`src/rtl/multdiv_iter_unit.sv`:
```
// multdiv_iter_unit
// Iterative signed multiply/divide unit for the execute stage. One radix-2
// step per cycle over operand magnitudes, then a fix-up cycle that applies
// signs and flags exceptions. Fixed latency regardless of operand values.
//
// Ports
//   clock          : rising-edge clock
//   rst_n          : asynchronous active-low reset
//   ctrl_MULT      : one-cycle pulse, start A*B (wins if ctrl_DIV also high)
//   ctrl_DIV       : one-cycle pulse, start A/B
//   data_operandA  : multiplicand / dividend, sampled on accept
//   data_operandB  : multiplier / divisor, sampled on accept
//   data_result    : low product word or quotient, held until next FIX
//   data_exception : overflow / divide-by-zero, qualified by data_resultRDY
//   data_resultRDY : one-cycle result-valid pulse
//   busy           : high from accept until the RDY cycle
//   data_aux       : (MULTDIV_REM_EN only) high product word / remainder
//
// Build option: define MULTDIV_REM_EN to add the data_aux output.

module multdiv_iter_unit #(
    parameter int WIDTH = 32
) (
    input  logic             clock,
    input  logic             rst_n,
    input  logic             ctrl_MULT,
    input  logic             ctrl_DIV,
    input  logic [WIDTH-1:0] data_operandA,
    input  logic [WIDTH-1:0] data_operandB,
    output logic [WIDTH-1:0] data_result,
    output logic             data_exception,
    output logic             data_resultRDY,
    output logic             busy
`ifdef MULTDIV_REM_EN
    ,
    output logic [WIDTH-1:0] data_aux
`endif
);

    localparam int CNT_W = $clog2(WIDTH) + 1;
    localparam logic [WIDTH-1:0] MIN_VAL = {1'b1, {(WIDTH-1){1'b0}}};

    typedef enum logic [1:0] {IDLE, RUN, FIX, DONE} state_t;

    state_t             state;
    logic [CNT_W-1:0]   cnt;
    logic               op_div;
    logic               sign_a;
    logic               sign_b;
    logic               b_zero;
    logic               min_neg1;
    logic [WIDTH-1:0]   opnd_mag;
    logic [2*WIDTH-1:0] acc;
    logic               exc_q;

    logic               accept;
    logic [WIDTH-1:0]   mag_a_in;
    logic [WIDTH-1:0]   mag_b_in;
    logic [WIDTH:0]     mul_sum;
    logic [2*WIDTH-1:0] mul_next;
    logic [WIDTH:0]     div_trial;
    logic [2*WIDTH-1:0] div_next;
    logic [2*WIDTH-1:0] prod_s;
    logic [WIDTH-1:0]   quo_s;
    logic [WIDTH-1:0]   rem_s;
    logic [WIDTH-1:0]   fix_result;
    logic               fix_exc;
    logic [WIDTH-1:0]   fix_aux;

    assign accept = ctrl_MULT | ctrl_DIV;

    // Magnitude of MIN wraps to itself, which is the correct unsigned value.
    assign mag_a_in = data_operandA[WIDTH-1] ? -data_operandA : data_operandA;
    assign mag_b_in = data_operandB[WIDTH-1] ? -data_operandB : data_operandB;

    // Multiply: acc = {partial high, multiplier}; add to the high half when
    // the multiplier LSB is set, then shift right with the carry.
    assign mul_sum  = {1'b0, acc[2*WIDTH-1:WIDTH]} + {1'b0, opnd_mag};
    assign mul_next = acc[0] ? {mul_sum, acc[WIDTH-1:1]} : {1'b0, acc[2*WIDTH-1:1]};

    // Divide: acc = {remainder, quotient/dividend}; restoring step.
    assign div_trial = {acc[2*WIDTH-1:WIDTH], acc[WIDTH-1]} - {1'b0, opnd_mag};
    assign div_next  = div_trial[WIDTH] ? {acc[2*WIDTH-2:0], 1'b0}
                                        : {div_trial[WIDTH-1:0], acc[WIDTH-2:0], 1'b1};

    // Sign fix-up and exception evaluation for the FIX cycle.
    always_comb begin
        prod_s     = (sign_a ^ sign_b) ? -acc : acc;
        quo_s      = (sign_a ^ sign_b) ? -acc[WIDTH-1:0] : acc[WIDTH-1:0];
        rem_s      = sign_a ? -acc[2*WIDTH-1:WIDTH] : acc[2*WIDTH-1:WIDTH];
        fix_result = '0;
        fix_exc    = 1'b0;
        fix_aux    = '0;
        if (!op_div) begin
            fix_result = prod_s[WIDTH-1:0];
            fix_exc    = prod_s[2*WIDTH-1:WIDTH] != {WIDTH{prod_s[WIDTH-1]}};
            fix_aux    = prod_s[2*WIDTH-1:WIDTH];
        end else if (b_zero) begin
            fix_result = '0;
            fix_exc    = 1'b1;
            fix_aux    = '0;
        end else begin
            fix_result = quo_s;
            fix_exc    = min_neg1;
            fix_aux    = rem_s;
        end
    end

    // Control FSM and datapath registers. A new command is accepted in any
    // state and silently abandons whatever was in flight.
    always_ff @(posedge clock or negedge rst_n) begin
        if (!rst_n) begin
            state          <= IDLE;
            cnt            <= '0;
            op_div         <= 1'b0;
            sign_a         <= 1'b0;
            sign_b         <= 1'b0;
            b_zero         <= 1'b0;
            min_neg1       <= 1'b0;
            opnd_mag       <= '0;
            acc            <= '0;
            exc_q          <= 1'b0;
            data_result    <= '0;
            data_resultRDY <= 1'b0;
            busy           <= 1'b0;
`ifdef MULTDIV_REM_EN
            data_aux       <= '0;
`endif
        end else begin
            data_resultRDY <= 1'b0;
            if (accept) begin
                op_div   <= ~ctrl_MULT;
                sign_a   <= data_operandA[WIDTH-1];
                sign_b   <= data_operandB[WIDTH-1];
                b_zero   <= (data_operandB == '0);
                min_neg1 <= (data_operandA == MIN_VAL) && (data_operandB == '1);
                opnd_mag <= ctrl_MULT ? mag_a_in : mag_b_in;
                acc      <= ctrl_MULT ? {{WIDTH{1'b0}}, mag_b_in} : {{WIDTH{1'b0}}, mag_a_in};
                cnt      <= '0;
                busy     <= 1'b1;
                state    <= RUN;
            end else begin
                case (state)
                    IDLE: state <= IDLE;
                    RUN: begin
                        acc <= op_div ? div_next : mul_next;
                        cnt <= cnt + 1'b1;
                        if (cnt == CNT_W'(WIDTH-1)) begin
                            state <= FIX;
                        end
                    end
                    FIX: begin
                        data_result    <= fix_result;
                        exc_q          <= fix_exc;
`ifdef MULTDIV_REM_EN
                        data_aux       <= fix_aux;
`else
                        // fix_aux is only consumed when data_aux is present
`endif
                        data_resultRDY <= 1'b1;
                        busy           <= 1'b0;
                        state          <= DONE;
                    end
                    DONE:    state <= IDLE;
                    default: state <= IDLE;
                endcase
            end
        end
    end

    assign data_exception = exc_q & data_resultRDY;

endmodule
```
`config.mk`:
```
export PLATFORM = sky130hd
export DESIGN_NAME = multdiv_iter_unit
export DESIGN_NICKNAME = d
export VERILOG_FILES = /design/src/rtl/multdiv_iter_unit.sv
export SDC_FILE = /design/constraint.sdc
export NUM_CORES = 1
export LEC_CHECK = 0
export ABC_CLOCK_PERIOD_IN_PS = 4300
export CELL_PAD_IN_SITES_DETAIL_PLACEMENT = 1
export CELL_PAD_IN_SITES_GLOBAL_PLACEMENT = 2
export CORE_MARGIN = 1
export CORE_UTILIZATION = 39
export CTS_CLUSTER_SIZE = 16
export DETAILED_ROUTE_END_ITERATION = 10
export DONT_BUFFER_PORTS = 1
export PLACE_DENSITY_LB_ADDON = 0.3
export RECOVER_POWER = 25
export SLEW_MARGIN = 20
export SYNTH_ARGS = -nofsm -noshare
export SYNTH_HDL_FRONTEND = slang
export SYNTH_SLANG_ARGS = --single-unit
```
`constraint.sdc`:
```
create_clock -name clock -period 4.3 [get_ports clock]
set_input_delay 0.215 -clock clock [delete_from_list [all_inputs] [get_ports clock]]
set_output_delay 0.215 -clock clock [all_outputs]
set_load 0.05 [all_outputs]
```
==> reports/summary.md <==
* Die Footprint: 36800 µm²
* clock tree from TritonCTS: yes
* required time worst endpoint: 4.63 ns
* library cell used as clock root buffer: sky130_fd_sc_hd__clkbuf_16
* first-iteration detailed-routing DRC count: 1092
* worst vdd rail ir drop: 299 µV
* Hold Path Class: primary input to register
* cell with the largest stage delay on the worst path: sky130_fd_sc_hd__nor3_1
* clock latency reported for the late side of the worst-skew pair: 0.46 ns
* antenna diode count: 0
* clock edge transition at the registers on the reported setup and hold paths: 0.07 ns
* TNS Setup: 0 ns
* Critical Path Source Type: register
* largest incremental delay on the critical path: 0.65 ns
* share of layout cells above drive strength 1: 0.0765
* floorplan die width: 192 µm
* number of buffers inserted during clock tree synthesis: 17
* hold_buf cts: 18
* average cell area after synthesis: 7.75 µm²
* commonest non-fill, non-tap cell in the layout: sky130_fd_sc_hd__nand2_1
* area of all placed cells without fillers: 15500 µm²
* antenna violations before repair: 0
* PortBufs: 0
* total power: 5.61 mW
* FFs w/ async S/R, synth: 1.00
* detail-routed via count per cell: 6.27
* DRT Pass-1 Iters: 8
* instance area after placement: 14700 µm²
* register bit count reported by yosys: 144
* # setup viols final: 0
* net count after synthesis: 1956
* Via Count: 14200
* pin count of the biggest net entering global routing: 145
* period utilization: 0.925
* vias in the first global route: 14200
* Initial Utilization: 0.396
* total leakage power: 6.54 nW
* number of filler instances in the final layout: 4329
* Final min period: 3.98 ns
* remaining max-slew budget at the tightest pin: 0.261
* start point of the critical path: acc[20]
* Post-CTS Setup Inserts: 0
* EDFF count, synth: 0
* data arrival time at the worst-slack endpoint: 4.31 ns
* per-cell routed wire length: 24.7 µm
* power share of the clock group: 0.273
* layout overhead on the synthesized area: 10.2%
* leading cell types in the layout, fill and taps excluded: 195 x sky130_fd_sc_hd__nand2_1, 182 x sky130_fd_sc_hd__o21ai_0, 143 x sky130_fd_sc_hd__dfrtp_1, 137 x sky130_fd_sc_hd__nor2_1, 126 x sky130_fd_sc_hd__a21oi_1
* clk sink count: 144
* number of resized instances in the post-cts repair step: 0
* worst hold start: ctrl_DIV
* result of the run: complete, no violations
* Syn Std Cell Area: 14100 µm²
* design internal power: 3.10 mW
* share of total power in sequential cells: 0.378
* ranking of synthesized cells by area: sky130_fd_sc_hd__dfrtp_1 26%, sky130_fd_sc_hd__o21ai_0 6.5%, sky130_fd_sc_hd__ha_1 6.4%, sky130_fd_sc_hd__xnor2_1 6.0%, sky130_fd_sc_hd__nand2_1 5.2%
* peak fanout along the critical path: 7
* number of nets at the end of the flow: 1933
* final hold viol count: 0
* top_reg_cell synth: sky130_fd_sc_hd__dfrtp_1
* relative contribution of combinational cells to total power: 0.350
* Max Transition Viols Final: 0
* synthesized instance count: 1814
* HPWL reported at the end of detailed placement: 42.3 mm
* DRC Markers: 0
* largest buffer count on any clock path: 2
* total power per unit cell area: 362 nW/µm²
* Critical Setup Path Class: register to register
* Distinct cells, synth: 79
* Core Area: 35500 µm²
* I/O pin count: 103
* number of nets with antenna violations after detailed routing: 0
* weighted congestion at the end of routability-driven global placement: 0.935
* Max-Cap Viols: 0
* RSZ-0062 raised after global routing: no
* wire length of the first global-routing pass: 85.4 mm
* cell accounting for the most synthesized area: sky130_fd_sc_hd__dfrtp_1
* endpoint type of the worst setup path: register
* sw power: 2.51 mW
* standard-cell rows: 69
* # H-tree levels: 4
* sequential cell area fraction in the yosys report: 0.256
* slew at the pin closest to its max-slew limit: 1.11 ns
* worst-case clock skew: 0.0156 ns
* synth warn: 0
* Net Sw Frac: 0.447
* list of cells traversed by the critical path: nor3_1 > nand4_1 > nor3_4 > nand2_1 > o31ai_1 > xor2_1 > or4b_1 > or4_1 > a21oi_1 > a31oi_1
* portion of synthesized cell area occupied by the leading cell type: 0.256
* die height: 192 µm
* GRT overflow: 0
* total detailed-routing wirelength: 56.0 mm
* gr usage total: 0.307
* Layout Utilization: 0.437
* startpoint of the lowest-slack register-to-register path: acc[20]
* achievable clock frequency: 252 MHz
[cells by family after synthesis]
kind of cell	Yosys count	share of synthesized area
AND/OR/NAND/NOR	569	0.198
adder cells (fa/ha/maj)	74	0.0669
flip-flops	144	0.256
XOR/XNOR	174	0.109
multiplexers	65	0.0471
AO/OA/AOI/OAI	602	0.273
buffers and inverters	186	0.0497
[power by group through the flow]
stage / combinational (mW) / clock [mW] / sequential [mW]
floorplan: 1.36 / 0 / 2.03
global placement: 1.81 / 0 / 2.13
detailed placement: 1.84 / 0 / 2.15
CTS: 1.93 / 1.55 / 2.12
global route: 2.15 / 1.59 / 2.15
finish: 1.96 / 1.53 / 2.12
[worst max-delay path, delay by kind of cell, from the launching register on]
kind | cells | cell delay [ns]
simple gates | 6 | 2.66
xor+xnor | 1 | 0.13
compound gates | 3 | 0.53
flops | 1 | 0.53
[final cells by class]
cell class / count / area [µm²] / area share
Clock buffer: 18 / 429 / 0.0277
Clock inverter: 14 / 143 / 0.00921
Inverter: 65 / 244 / 0.0158
Multi-Input combinational cell: 1484 / 9790 / 0.632
Sequential cell: 144 / 3600 / 0.233
Tap cell: 461 / 577 / 0.0372
Timing Repair Buffer: 79 / 703 / 0.0454
[synth_stat cells, drive strengths merged, types with 7 or more instances]
cell type,number
nand2,195
nand2b,14
nor4,14
a21oi,126
nand3,27
or4,32
or2,11
inv,63
a211oi,89
ha,72
and3,8
or3,29
clkbuf,105
mux2,9
nand4,23
buf,16
nor3,42
o41ai,13
xor2,77
a31oi,18
dfrtp,144
o21a,15
o31ai,37
nor2b,14
a21o,31
nor2,138
a22oi,7
mux2i,56
xnor2,97
o21ai,183
a211o,8
[layer usage]
| layer | vias up | wire (µm) | global-route usage |
|---|---|---|---|
| met5 | - | 0 | 0 |
| met4 | 0 | 1510 | 0.0971 |
| met3 | 68 | 3690 | 0.0623 |
| met2 | 450 | 24300 | 0.468 |
| met1 | 7083 | 26600 | 0.432 |
| li1 | 6591 | - | - |
[through the flow]
step | std cells | hold WS [ns] | worst slack [ns]
after floorplan | 1814 | -0.0806 | 0.511
after detailed placement | 2215 | -0.0774 | 0.384
after CTS | 2265 | 0.00441 | 0.369
final | 2265 | 0.0109 | 0.324
after global placement | 2215 | -0.0775 | 0.395
after global routing | 2265 | 0.0135 | 0.143
[flip-flops by register name, indices dropped and copies added (netlist names), 2 cells and up]
signal	cells
acc	64
data_result	32
opnd_mag	32
cnt	6
state	2
[worst paths after layout]
check	to	slack, ns	depth (start not counted)
setup reg to reg	exc_q	0.32	10
hold reg to reg	min_neg1	0.53	2
max in group asynchronous	state[0]	3.19	2
hold / removal	opnd_mag[9]	0.01	2
setup / recovery	exc_q	0.32	10
min in group asynchronous	data_result[9]	0.38	2
No activity file was read; power rests on OpenSTA's default activity.
